--- src/rtl/cpu_pkg.sv ---
// rtl/cpu_pkg.sv - forwarding select codes and pipeline tracking entry shared by the hazard unit
package cpu_pkg;

    // Operand mux select codes for the EX stage; 2'b11 is never produced.
    localparam logic [1:0] FWD_SEL_REG = 2'b00;
    localparam logic [1:0] FWD_SEL_WB  = 2'b01;
    localparam logic [1:0] FWD_SEL_MEM = 2'b10;

    // Register fields in tracking entries are held at this width; REG_AW of
    // the hazard unit must not exceed it (narrower addresses are zero-extended).
    localparam int unsigned TRK_AW = 8;

    // One shadow pipeline-stage entry.
    typedef struct packed {
        logic              valid;
        logic              regwrite;
        logic              memread;
        logic [TRK_AW-1:0] rd;
    } trk_entry_t;

    localparam trk_entry_t TRK_BUBBLE = '0;

    // True when the entry will write register r and r is not x0.
    function automatic logic writes_reg(input trk_entry_t e, input logic [TRK_AW-1:0] r);
        return e.valid && e.regwrite && (e.rd != '0) && (e.rd == r);
    endfunction

endpackage

--- src/rtl/fwd_sel.sv ---
// rtl/fwd_sel.sv - per-operand forwarding priority compare (MEM over WB over register file)
module fwd_sel
    import cpu_pkg::*;
(
    input  logic              ex_valid_i,
    input  logic [TRK_AW-1:0] ex_rs_i,
    input  trk_entry_t        mem_i,
    input  trk_entry_t        wb_i,
    output logic [1:0]        sel_o
);

    // The younger MEM result wins over WB; a bubble in EX never forwards.
    always_comb begin
        sel_o = FWD_SEL_REG;
        if (ex_valid_i) begin
            if (writes_reg(mem_i, ex_rs_i)) begin
                sel_o = FWD_SEL_MEM;
            end else if (writes_reg(wb_i, ex_rs_i)) begin
                sel_o = FWD_SEL_WB;
            end
        end
    end

endmodule

--- src/rtl/forward_hazard_unit.sv ---
// rtl/forward_hazard_unit.sv - operand forwarding and load-use stall unit; FWD_STAT_EN adds a stall counter
module forward_hazard_unit
    import cpu_pkg::*;
#(
    parameter int unsigned REG_AW = 5,
    parameter int unsigned CNT_W  = 16
) (
    input  logic              clk_i,
    input  logic              rst_n_i,
    input  logic              id_valid_i,
    input  logic [REG_AW-1:0] id_rs1_i,
    input  logic [REG_AW-1:0] id_rs2_i,
    input  logic [REG_AW-1:0] id_rd_i,
    input  logic              id_regwrite_i,
    input  logic              id_memread_i,
    input  logic              flush_i,
    output logic [1:0]        fwd_a_o,
    output logic [1:0]        fwd_b_o,
`ifdef FWD_STAT_EN
    output logic [CNT_W-1:0]  stall_cnt_o,
`endif
    output logic              stall_o
);

    trk_entry_t        ex_q, ex_d, mem_q, wb_q;
    logic [TRK_AW-1:0] ex_rs1_q, ex_rs1_d, ex_rs2_q, ex_rs2_d;
    logic [TRK_AW-1:0] id_rs1_w, id_rs2_w, id_rd_w;

    assign id_rs1_w = TRK_AW'(id_rs1_i);
    assign id_rs2_w = TRK_AW'(id_rs2_i);
    assign id_rd_w  = TRK_AW'(id_rd_i);

    // Load in EX whose destination is read by the instruction in ID.
    assign stall_o = ex_q.valid && ex_q.memread && (ex_q.rd != '0) && id_valid_i &&
                     ((ex_q.rd == id_rs1_w) || (ex_q.rd == id_rs2_w));

    // EX takes the ID instruction, or a bubble when stalled, flushed or ID is empty.
    always_comb begin
        ex_d     = TRK_BUBBLE;
        ex_rs1_d = '0;
        ex_rs2_d = '0;
        if (id_valid_i && !stall_o && !flush_i) begin
            ex_d.valid    = 1'b1;
            ex_d.regwrite = id_regwrite_i;
            ex_d.memread  = id_memread_i;
            ex_d.rd       = id_rd_w;
            ex_rs1_d      = id_rs1_w;
            ex_rs2_d      = id_rs2_w;
        end
    end

    // Shadow pipeline advance; MEM and WB move every cycle, even while stalled.
    always_ff @(posedge clk_i or negedge rst_n_i) begin
        if (!rst_n_i) begin
            ex_q     <= TRK_BUBBLE;
            mem_q    <= TRK_BUBBLE;
            wb_q     <= TRK_BUBBLE;
            ex_rs1_q <= '0;
            ex_rs2_q <= '0;
        end else begin
            ex_q     <= ex_d;
            mem_q    <= ex_q;
            wb_q     <= mem_q;
            ex_rs1_q <= ex_rs1_d;
            ex_rs2_q <= ex_rs2_d;
        end
    end

    fwd_sel u_fwd_a (
        .ex_valid_i (ex_q.valid),
        .ex_rs_i    (ex_rs1_q),
        .mem_i      (mem_q),
        .wb_i       (wb_q),
        .sel_o      (fwd_a_o)
    );

    fwd_sel u_fwd_b (
        .ex_valid_i (ex_q.valid),
        .ex_rs_i    (ex_rs2_q),
        .mem_i      (mem_q),
        .wb_i       (wb_q),
        .sel_o      (fwd_b_o)
    );

`ifdef FWD_STAT_EN
    logic [CNT_W-1:0] stall_cnt_q, stall_cnt_d;

    // Count stall cycles, holding at all-ones instead of wrapping.
    always_comb begin
        stall_cnt_d = stall_cnt_q;
        if (stall_o && (stall_cnt_q != '1)) begin
            stall_cnt_d = stall_cnt_q + 1'b1;
        end
    end

    // Stall counter register.
    always_ff @(posedge clk_i or negedge rst_n_i) begin
        if (!rst_n_i) begin
            stall_cnt_q <= '0;
        end else begin
            stall_cnt_q <= stall_cnt_d;
        end
    end

    assign stall_cnt_o = stall_cnt_q;
`else
    // Counter width only matters when statistics are built in.
    localparam int unsigned unused_cnt_w = CNT_W;
`endif

endmodule

--- config.mk ---
export PLATFORM = sky130hd
export DESIGN_NAME = forward_hazard_unit
export DESIGN_NICKNAME = d
export VERILOG_FILES = /design/src/rtl/cpu_pkg.sv /design/src/rtl/fwd_sel.sv /design/src/rtl/forward_hazard_unit.sv
export SDC_FILE = /design/constraint.sdc
export NUM_CORES = 1
export LEC_CHECK = 0
export CAP_MARGIN = 30
export CELL_PAD_IN_SITES_DETAIL_PLACEMENT = 2
export CELL_PAD_IN_SITES_GLOBAL_PLACEMENT = 2
export CORE_UTILIZATION = 43
export CTS_CLUSTER_SIZE = 28
export DETAILED_ROUTE_END_ITERATION = 10
export DONT_BUFFER_PORTS = 1
export PLACE_DENSITY_LB_ADDON = 0.1
export SLEW_MARGIN = 20
export SYNTH_ARGS = -nofsm -noshare
export SYNTH_HDL_FRONTEND = slang
export SYNTH_SLANG_ARGS = --single-unit
--- constraint.sdc ---
create_clock -name clk_i -period 3.61 [get_ports clk_i]
set_input_delay 0.722 -clock clk_i [delete_from_list [all_inputs] [get_ports clk_i]]
set_output_delay 0.722 -clock clk_i [all_outputs]
set_load 0.1 [all_outputs]
==> flow_summary_export.csv <==
group,metric,value,unit
outcome,status,"finished clean",
synthesis,synth_area_leader_cell,"dfrtp_1",
timing,fmax,336,MHz
drt,wire_per_inst,18.9,um
timing,finalSetupTns,0,ns
global_routing,grt_pass1_wl,5320,um
timing,setup_viol,0,
setup_path,cp.arrival,2.25,ns
global_routing,grt_max_degree,33,
setup_path,slowest_stage,"and2_2",
power,ir_drop,0.000266,V
clock_tree,root_buffer,"clkbuf_4",
die,dieArea,0.00358,sq mm
synthesis,synth.top_cell.area_share,55.6,%
clock_tree,numCtsBuffers,5,
worst_hold_path,hp-class,"in -> async",
power,power_density,437,mW/mm^2
global_routing,antenna_found_initial,0,
clock_tree,cts_max_level,2,
power,power_leakage,0.774,nW
setup_path,worstSetupPathType,"reg -> out",
finish,antenna_cells,0,
timing,tightest_slew,0.591,ns
synthesis,synth.avg_cell_area,11.4,sq um
timing,relSlewSlack,60.2,%
synthesis,yosys_warnings,0,
clock_tree,cts.sinks,32,
die,rows,20,
clock_tree,cts_resized,0,
synthesis,syn-num-nets,147,
setup_path,endpoint_kind,"primary output",
setup_path,cp.required,2.89,ns
drt,drt_drc_violations_left,0,
synthesis,syn_area,0.00144,sq mm
synthesis,yosysSeqAreaShare,55.6,%
die,die_w,59.9,um
synthesis,postSynthCellCount,126,
synthesis,synth_seq_cells,32,
drt,drtIter0Drc,7,
die,core-area,0.00310,sq mm
drt,wirelength,3410,um
die,die_h,59.9,um
clock_tree,holdBufCountCts,0,
timing,hold_violations,0,
clock_tree,cts_tree,"built",
drt,avgViaCountPerCell,5.37,
drt,first_pass_iters,2,
timing,min_period,2.97,ns
global_routing,overflow,0,
timing,final_max_slew_viol_count,0,
synthesis,synthDistinctLibCells,23,
place,portBuffers,0,
place,dp_slack,1.00,ns
run,cap_viol_max_count,0,
clock_tree,post-cts-setup-buffers,0,
clock_tree,clock_latency,0.33,ns
global_routing,grt_pass1_vias,1060,
timing,finalClockSkew,0.00432,ns
setup_path,crit_chain,"xnor2_1 -> nand3_1 -> nor4_1 -> and2_2",
die,ioPinCount,26,
finish,syn2layout_area_growth,12.1,%
timing,rsz0062_at_grt,"false",
place,dp_hpwl,2610,um
clock_tree,clk_path_buf_depth,2,
drt,vias,967,
drt,postRouteAntennaNets,0,
setup_path,start_kind,"flip-flop",
global_routing,grt_util_all_layers,22.5,%
timing,setup_slack,0.637,ns
timing,fin_crit_sh,82.4,%
setup_path,max_stage_delay,0.59,ns
finish,fin_nets,156,
synthesis,synth.area.top_cells,"dfrtp_1 56%, xnor2_1 9.7%, xor2_1 8.5%",
place,globalplace.congestion,0.788,
finish,layout-drive-gt1-share,14.0,%
setup_path,worst-path-max-fanout,4,
clock_tree,clk_pin_slew,0.10,ns
die,initial_core_util,46.4,%
[final timing paths]
check,from,endpoint,slack [ns],depth (start not counted)
max in group asynchronous,rst_n_i,wb_q[0],3.46,0
hold reg to reg,ex_q[9],mem_q[9],0.37,0
setup / recovery,mem_q[0],fwd_a_o[1],0.64,4
setup reg to reg,ex_q[0],ex_rs1_q[3],2.10,4
min in group clk_i,ex_q[9],mem_q[9],0.37,0
hold / removal,rst_n_i,ex_q[8],0.07,0
[cell usage after synthesis]
master     number
xnor2_1        16
a211oi_1       10
a21oi_1         8
a21oi_2         1
nor4_2          2
xor2_1         14
o211ai_2        1
nand3_1         5
nor2b_1         1
nor2_1          1
inv_1          10
o2111ai_1       1
or4_1           4
nor3_1          1
buf_2           1
nor4_1          2
nand2b_1        1
nand2_1         9
and2_2          2
and2_1          1
clkbuf_1        2
dfrtp_1        32
o22ai_2         1
[cells in the final DEF, fill, tap and decap left out, types with 2 or more instances in the layout]
| master | instances |
|---|---|
| a211oi_1 | 10 |
| a21oi_1 | 8 |
| and2_2 | 2 |
| buf_4 | 5 |
| clkbuf_4 | 5 |
| dfrtp_1 | 32 |
| inv_1 | 10 |
| nand2_1 | 9 |
| nand3_1 | 5 |
| nor4_1 | 2 |
| nor4_4 | 2 |
| or4_1 | 4 |
| xnor2_1 | 16 |
| xor2_1 | 14 |
[metal layers]
metal	up-vias	share of wire (%)	routed length [um]	global-route usage (%)
li1	446	-	-	-
met1	486	37	1250	23.8
met2	26	55	1870	38.9
met3	9	4.6	157	6.93
met4	0	3.7	127	13.6
met5	-	0	0	0
[stage by stage]
step	hold WS, ns	instance area (sq um)	util, %	total power [mW]	std cells
detailed placement	0.354	1540	49.6	0.451	172
finish	0.0719	1610	52.0	0.706	180
global route	0.0473	1610	52.0	0.733	180
CTS	0.0587	1610	52.0	0.717	180
global placement	0.335	1540	49.6	0.445	172
floorplan	0.331	1460	-	0.433	126
[kinds of logic after synthesis]
| logic type | Yosys count | synth area share, % |
|---|---|---|
| and+or+nand+nor | 29 | 11.7 |
| DFF | 32 | 55.6 |
| AOI/OAI and AO/OA | 22 | 10.9 |
| xor gates and xnor gates | 30 | 18.2 |
| buffers and inverters | 13 | 3.48 |
[where the power goes]
group	switching (mW)	internal (mW)
Combinational	0.0294	0.0250
Clock	0.118	0.145
Sequential	0.0159	0.372
Total	0.163	0.542
[flip-flops by register name (all words and copies together), names as in the netlist]
name      count
ex_q          8
mem_q         7
wb_q          7
ex_rs1_q      5
ex_rs2_q      5
[worst max-delay path, delay by kind of cell (launching register included)]
family,cells,cell delay (ns)
and+or+nand+nor,3,1.19
DFF,1,0.45
xor gates and xnor gates,1,0.28
[area by class of cell]
class	count	area, sq um
clock inverters	2	35.0
fillers	317	1490
inverters	10	37.5
flip-flops and latches	32	801
clock buffers	6	41.3
well taps	44	55.1
repair buffers	5	37.5
multi-input cells	81	607
Note: power is estimated with default switching activity, not from simulation.
